==> src/rtl/csr_trap_pkg.sv <==
// Shared definitions for the machine-mode CSR file and trap sequencer:
// CSR addresses, operation/state/mode encodings and the read-modify-write helper.
package csr_trap_pkg;

  localparam logic [11:0] CSR_MSTATUS = 12'h300;
  localparam logic [11:0] CSR_MIE     = 12'h304;
  localparam logic [11:0] CSR_MTVEC   = 12'h305;
  localparam logic [11:0] CSR_MEPC    = 12'h341;
  localparam logic [11:0] CSR_MCAUSE  = 12'h342;
  localparam logic [11:0] CSR_MIP     = 12'h344;

  localparam int MSTATUS_MIE_BIT  = 3;
  localparam int MSTATUS_MPIE_BIT = 7;
  localparam int IRQ_CAUSE_BASE   = 16;
  localparam int IRQ_IDX_W        = 4;

  typedef enum logic [1:0] {
    CSR_OP_WRITE = 2'b00,
    CSR_OP_SET   = 2'b01,
    CSR_OP_CLEAR = 2'b10,
    CSR_OP_RSVD  = 2'b11
  } csr_op_e;

  typedef enum logic [1:0] {
    RUN  = 2'b00,
    TRAP = 2'b01,
    RET  = 2'b10
  } trap_state_e;

  typedef enum logic [1:0] {
    MTVEC_DIRECT   = 2'b00,
    MTVEC_VECTORED = 2'b01
  } mtvec_mode_e;

  // New register value for a write/set/clear; the reserved op leaves it untouched.
  function automatic logic [31:0] csr_apply(input logic [1:0] op,
                                            input logic [31:0] old_val,
                                            input logic [31:0] wdata);
    case (csr_op_e'(op))
      CSR_OP_WRITE: csr_apply = wdata;
      CSR_OP_SET:   csr_apply = old_val | wdata;
      CSR_OP_CLEAR: csr_apply = old_val & ~wdata;
      default:      csr_apply = old_val;
    endcase
  endfunction

endpackage

==> src/rtl/irq_pending_unit.sv <==
// Interrupt pending logic: optional input synchroniser, rising-edge capture for
// edge lines, level pass-through for level lines, and a lowest-index-wins
// priority encoder over the enabled pending lines.
// Build option: `CSR_TRAP_IRQ_SYNC_EN adds a 2-flop synchroniser per line.
module irq_pending_unit
  import csr_trap_pkg::*;
#(
  parameter int                 NUM_IRQ       = 4,
  parameter logic [NUM_IRQ-1:0] IRQ_EDGE_MASK = {NUM_IRQ{1'b0}}
) (
  input  logic                 clk,
  input  logic                 reset,
  input  logic [NUM_IRQ-1:0]   irq,
  input  logic [NUM_IRQ-1:0]   enable,
  input  logic [NUM_IRQ-1:0]   sw_clear,
  input  logic [NUM_IRQ-1:0]   take_clear,
  output logic [NUM_IRQ-1:0]   pending,
  output logic                 irq_valid,
  output logic [IRQ_IDX_W-1:0] irq_index
);

  logic [NUM_IRQ-1:0] irq_s;
  logic [NUM_IRQ-1:0] prev_reg;
  logic [NUM_IRQ-1:0] edge_pend_reg;
  logic [NUM_IRQ-1:0] edge_pend_next;
  logic [NUM_IRQ-1:0] rise;
  logic [NUM_IRQ-1:0] masked;

`ifdef CSR_TRAP_IRQ_SYNC_EN
  logic [NUM_IRQ-1:0] sync1_reg;
  logic [NUM_IRQ-1:0] sync2_reg;

  // Two-stage synchroniser for asynchronous interrupt sources.
  always_ff @(posedge clk or negedge reset) begin
    if (!reset) begin
      sync1_reg <= '0;
      sync2_reg <= '0;
    end else begin
      sync1_reg <= irq;
      sync2_reg <= sync1_reg;
    end
  end

  assign irq_s = sync2_reg;
`else
  assign irq_s = irq;
`endif

  // A rise is visible as pending in the same cycle so the trap latency is one edge.
  assign rise = irq_s & ~prev_reg;

  // Set beats a software clear; taking the trap consumes the event outright.
  assign edge_pend_next = ((edge_pend_reg & ~sw_clear) | rise) & ~take_clear & IRQ_EDGE_MASK;

  // Previous-sample and captured-edge registers.
  always_ff @(posedge clk or negedge reset) begin
    if (!reset) begin
      prev_reg      <= '0;
      edge_pend_reg <= '0;
    end else begin
      prev_reg      <= irq_s;
      edge_pend_reg <= edge_pend_next;
    end
  end

  generate
    for (genvar gi = 0; gi < NUM_IRQ; gi++) begin : g_line
      if (IRQ_EDGE_MASK[gi]) begin : g_edge
        assign pending[gi] = edge_pend_reg[gi] | rise[gi];
      end else begin : g_level
        assign pending[gi] = irq_s[gi];
      end
    end
  endgenerate

  assign masked = pending & enable;

  // Priority encoder: scanning downward leaves the lowest set index as winner.
  always_comb begin
    irq_valid = 1'b0;
    irq_index = '0;
    for (int i = NUM_IRQ - 1; i >= 0; i--) begin
      if (masked[i]) begin
        irq_valid = 1'b1;
        irq_index = IRQ_IDX_W'(i);
      end
    end
  end

endmodule

==> src/rtl/csr_trap_unit.sv <==
// Machine-mode CSR file and trap sequencer for the 2-stage RV32 core.
// Takes prioritised local interrupts and mret, and drives a held redirect
// request to the fetch PC mux until the pipeline acknowledges it.
// Build option: `CSR_TRAP_IRQ_SYNC_EN synchronises irq inputs (see irq_pending_unit).
module csr_trap_unit
  import csr_trap_pkg::*;
#(
  parameter int                 NUM_IRQ       = 4,
  parameter logic [NUM_IRQ-1:0] IRQ_EDGE_MASK = {NUM_IRQ{1'b0}},
  parameter logic [31:0]        MTVEC_RESET   = 32'h0000_0100
) (
  input  logic               clk,
  input  logic               reset,
  input  logic [NUM_IRQ-1:0] irq,
  input  logic               csr_wr,
  input  logic               csr_rd,
  input  logic [1:0]         csr_op,
  input  logic [11:0]        csr_addr,
  input  logic [31:0]        csr_wdata,
  output logic [31:0]        csr_rdata,
  input  logic               commit_valid,
  input  logic [31:0]        commit_pc,
  input  logic               is_mret,
  output logic               redirect_req,
  output logic [31:0]        redirect_pc,
  input  logic               redirect_ack
);

  trap_state_e state_reg, state_next;
  logic               mstatus_mie_reg, mstatus_mpie_reg;
  logic [NUM_IRQ-1:0] mie_reg;
  logic [31:0]        mtvec_reg, mepc_reg, mcause_reg, redirect_pc_reg;

  logic [NUM_IRQ-1:0]   pending, sw_clear, take_clear;
  logic                 irq_valid;
  logic [IRQ_IDX_W-1:0] irq_index;
  logic [31:0] mstatus_word, mie_word, mip_word;
  logic [31:0] csr_value, csr_new, trap_base, trap_target;
  logic [4:0]  trap_cause;
  logic        addr_hit, wr_en, take_mret, take_trap;

  irq_pending_unit #(
    .NUM_IRQ       (NUM_IRQ),
    .IRQ_EDGE_MASK (IRQ_EDGE_MASK)
  ) u_pending (
    .clk        (clk),
    .reset      (reset),
    .irq        (irq),
    .enable     (mie_reg),
    .sw_clear   (sw_clear),
    .take_clear (take_clear),
    .pending    (pending),
    .irq_valid  (irq_valid),
    .irq_index  (irq_index)
  );

  // Architectural views of the CSRs; interrupt line i lives at bit 16+i.
  always_comb begin
    mstatus_word = '0;
    mstatus_word[MSTATUS_MIE_BIT]  = mstatus_mie_reg;
    mstatus_word[MSTATUS_MPIE_BIT] = mstatus_mpie_reg;
    mie_word = '0;
    mip_word = '0;
    mie_word[IRQ_CAUSE_BASE +: NUM_IRQ] = mie_reg;
    mip_word[IRQ_CAUSE_BASE +: NUM_IRQ] = pending;
  end

  // CSR read mux; also provides the old value for read-modify-write ops.
  always_comb begin
    csr_value = '0;
    addr_hit  = 1'b1;
    case (csr_addr)
      CSR_MSTATUS: csr_value = mstatus_word;
      CSR_MIE:     csr_value = mie_word;
      CSR_MTVEC:   csr_value = mtvec_reg;
      CSR_MEPC:    csr_value = mepc_reg;
      CSR_MCAUSE:  csr_value = mcause_reg;
      CSR_MIP:     csr_value = mip_word;
      default:     addr_hit  = 1'b0;
    endcase
  end

  assign csr_rdata = csr_rd ? csr_value : 32'h0;
  assign csr_new   = csr_apply(csr_op, csr_value, csr_wdata);
  assign wr_en     = csr_wr && (csr_op != CSR_OP_RSVD) && addr_hit;

  // mip is read-only except that software may clear captured edge events.
  assign sw_clear = (wr_en && csr_addr == CSR_MIP) ?
                    (~csr_new[IRQ_CAUSE_BASE +: NUM_IRQ] & IRQ_EDGE_MASK) : '0;

  assign take_mret  = (state_reg == RUN) && commit_valid && is_mret;
  assign take_trap  = (state_reg == RUN) && commit_valid && !is_mret && mstatus_mie_reg && irq_valid;
  assign take_clear = take_trap ? (NUM_IRQ'(1) << irq_index) : '0;

  assign trap_cause  = 5'(IRQ_CAUSE_BASE) + {1'b0, irq_index};
  assign trap_base   = {mtvec_reg[31:2], 2'b00};
  assign trap_target = (mtvec_mode_e'(mtvec_reg[1:0]) == MTVEC_VECTORED) ?
                       trap_base + {25'b0, trap_cause, 2'b00} : trap_base;

  // Sequencer state register.
  always_ff @(posedge clk or negedge reset) begin
    if (!reset) state_reg <= RUN;
    else        state_reg <= state_next;
  end

  // Next state: mret has priority over an interrupt; redirect held until ack.
  always_comb begin
    state_next   = state_reg;
    redirect_req = 1'b0;
    case (state_reg)
      RUN: begin
        if (take_mret)      state_next = RET;
        else if (take_trap) state_next = TRAP;
      end
      TRAP, RET: begin
        redirect_req = 1'b1;
        if (redirect_ack) state_next = RUN;
      end
      default: state_next = RUN;
    endcase
  end

  assign redirect_pc = redirect_pc_reg;

  // CSR updates; trap/mret hardware updates come last so they override writes.
  always_ff @(posedge clk or negedge reset) begin
    if (!reset) begin
      mstatus_mie_reg  <= 1'b0;
      mstatus_mpie_reg <= 1'b0;
      mie_reg          <= '0;
      mtvec_reg        <= MTVEC_RESET;
      mepc_reg         <= '0;
      mcause_reg       <= '0;
      redirect_pc_reg  <= '0;
    end else begin
      if (wr_en && csr_addr == CSR_MSTATUS) begin
        mstatus_mie_reg  <= csr_new[MSTATUS_MIE_BIT];
        mstatus_mpie_reg <= csr_new[MSTATUS_MPIE_BIT];
      end
      if (wr_en && csr_addr == CSR_MIE)    mie_reg    <= csr_new[IRQ_CAUSE_BASE +: NUM_IRQ];
      if (wr_en && csr_addr == CSR_MTVEC)  mtvec_reg  <= csr_new;
      if (wr_en && csr_addr == CSR_MEPC)   mepc_reg   <= csr_new & 32'hFFFF_FFFC;
      if (wr_en && csr_addr == CSR_MCAUSE) mcause_reg <= csr_new;
      if (take_mret) begin
        mstatus_mie_reg  <= mstatus_mpie_reg;
        mstatus_mpie_reg <= 1'b1;
        redirect_pc_reg  <= mepc_reg;
      end else if (take_trap) begin
        mepc_reg         <= commit_pc & 32'hFFFF_FFFC;
        mcause_reg       <= {1'b1, 26'b0, trap_cause};
        mstatus_mpie_reg <= mstatus_mie_reg;
        mstatus_mie_reg  <= 1'b0;
        redirect_pc_reg  <= trap_target;
      end
    end
  end

endmodule
==> config.mk <==
export PLATFORM = sky130hd
export DESIGN_NAME = csr_trap_unit
export DESIGN_NICKNAME = d
export VERILOG_FILES = /design/src/rtl/csr_trap_pkg.sv /design/src/rtl/irq_pending_unit.sv /design/src/rtl/csr_trap_unit.sv
export SDC_FILE = /design/constraint.sdc
export NUM_CORES = 1
export LEC_CHECK = 0
export BUFFER_PORTS_ARGS = -buffer_cell sky130_fd_sc_hd__buf_4
export CAP_MARGIN = 20
export CORE_ASPECT_RATIO = 0.9
export CORE_UTILIZATION = 35
export CTS_CLUSTER_DIAMETER = 150
export DETAILED_ROUTE_END_ITERATION = 8
export PLACE_DENSITY = 0.64
export SETUP_SLACK_MARGIN = 0.5
export SLEW_MARGIN = 20
export SYNTH_ARGS = -nofsm -noshare
export SYNTH_HDL_FRONTEND = slang
export SYNTH_HIERARCHICAL = 1
export SYNTH_SLANG_ARGS = --single-unit
==> constraint.sdc <==
create_clock -name clk -period 8.6 [get_ports clk]
set_clock_uncertainty 0.2 [all_clocks]
set_input_delay 0.86 -clock clk [delete_from_list [all_inputs] [get_ports clk]]
set_output_delay 0.86 -clock clk [all_outputs]
set_load 0.02 [all_outputs]
==> impl_results.md <==
* Post-cts sizing count at 0
* Core area at 24,200 sq um
* F_max at 245 MHz
* Startpoint Class: input pin
* Area growth, synth to finish at 21.2%
* Slowest-stage cell, CP: nor4_4
* I/O Buffers at around 150
* Pwr/cell area at 218 nW/um^2
* Mean post-synth cell area at between 8 and 9 sq um
* CTS tree: built
* Largest net degree at the start of global routing at 101
* Residual DRC at 0
* DP Worst Slack at roughly 4600 ps
* Final Hold Fails at 0
* Worst slew pin tran at between 1000 and 1500 ps
* Num CTS Buffers at 17
* Die Ht at between 150 and 200 um
* CP peak stage delay at ~940 ps
* Share of post-route cells with drive strength above 1 at 0.203
* Fin nets at 1,159
* Hold-fix buffers at CTS at 0
* Leak Pwr at 0.00431 uW
* Post-layout instance area at ~10,000 sq um
* Hold crit path type: in -> async
* Status: completed
* Max clock buf depth at 2
* Gate Count Post-Synth at ~970
* Multi-input logic area at about 4700 sq um
* Clock Latency Late Sink at around 430 ps
* Post-route ant nets at 0
* Final setup violating endpoints at 0
* Setup ws final at 4520 ps
* CTS H-tree lvls at 4
* Post-CTS Repair Setup Buffers at 0
* Crit-path cells: buf_4 -> nor4_4 -> nand3_1 -> buf_4 -> nor2_1 -> buf_4
* Placed inst area at approximately 9800 sq um
* IO Pins at between 150 and 200
* Wire length of the first global-routing pass at ~46,000 um
* Gr usage total at 0.242
* Total wire length at roughly 30,000 um
* Initial antenna violation count at 0
* Grt ovf at 0
* Via/cell ratio at 5.99
* Worst endpoint required time at ~7500 ps
* DRT iter0 DRCs at between 500 and 600
* Reg area at approximately 3400 sq um
* Filler instances at around 2.4k
* Number of max-cap violations at 0
* Post-Syn Area at about 8600 sq um
* Final Cycle Share at 0.475
* Hpwl dp at approximately 19,000 um
* Critical Setup Path Class: in -> out
* Final Slew Violations at 0
* Reg clk slew, reported paths at ~60 ps
* CTS root buf: clkbuf_16
* Commonest non-fill, non-tap cell in the layout: buf_4
* TNS Setup at 0 ps
* Starting Density at 0.355
* RSZ-0062 raised after global routing: no
* Post-layout min period at roughly 4100 ps
* Placer Congestion at 0.866
* Yosys warns at 6
* CP Max Fanout at 22
* Setup crit end kind: primary output
* WL/cell at around 22 um
* Rows at 54
* Final core utilization at 0.430
* Die width at around 170 um
* Peak VDD IR at between 100 and 150 uV
* CTS Sinks at around 140
* Vias in the first global route at roughly 8.1k
* CP dominant cell by count: buf_4
* Most frequent cells in the layout: 164 x buf_4, 135 x dfrtp_1, 96 x o21ai_0, 84 x nand2_1, 54 x nor2_1
* Crit path DAT at a little over 3000 ps
* Detailed-route via count at a little over 8k
* Max-slew headroom at the worst pin at 0.249
* Die ar. at roughly 25,000 sq um
* Total power at between 2000 and 2500 uW
* Drt first pass iters at 6
* Diode count at 0
[report_power, final]
group,switching (uW),total (uW),internal [uW],leakage (uW)
Combinational,334,603,269,0.00223
Clock,286,762,476,0.000289
Sequential,121,908,786,0.00179
Total,741,2270,1530,0.00431
[area by class of cell]
cell class              count  share of cell area
repair buffers            165               0.119
multi-input cells         729               0.454
clock inverters             8              0.0115
inverters                  15             0.00541
clock buffers              23              0.0459
flip-flops and latches    136               0.327
well taps                 308              0.0370
[stage by stage]
step,hold WS [ps],std cells
3_3_place_gp,293,1353
6_report,315,1384
3_5_place_dp,298,1353
4_1_cts,314,1384
2_1_floorplan,264,975
5_1_grt,346,1384
[layer usage]
metal	routed length [um]	share of wire	GRT usage	vias to the layer above
met3	2070	0.068	0.0450	56
met5	0	0	0	-
met2	13700	0.45	0.376	327
met1	13800	0.45	0.333	4061
li1	-	-	-	3849
met4	705	0.023	0.0945	0
[path summary, 6_finish.rpt]
check,startpoint,to,slack (ps),cells after the start
setup / recovery,csr_addr[3],csr_rdata[6],4520,6
hold / removal,reset,mcause_reg[24]$_DFF_PN0_,310,1
setup reg to reg,mie_reg[2]$_DFFE_PN0P_,redirect_pc[24]$_DFFE_PN0P_,5330,12
hold reg to reg,state_reg[0]$_DFFE_PN0P_,state_reg[0]$_DFFE_PN0P_,320,2
max in group asynchronous,reset,mie_reg[2]$_DFFE_PN0P_,6680,2
min in group clk,state_reg[0]$_DFFE_PN0P_,state_reg[0]$_DFFE_PN0P_,320,2
[worst max-delay path, delay by kind of cell]
kind          cells  cell delay, ps
simple gates      3            1470
buf+inv           3             670
No activity file was read; power rests on OpenSTA's default activity.
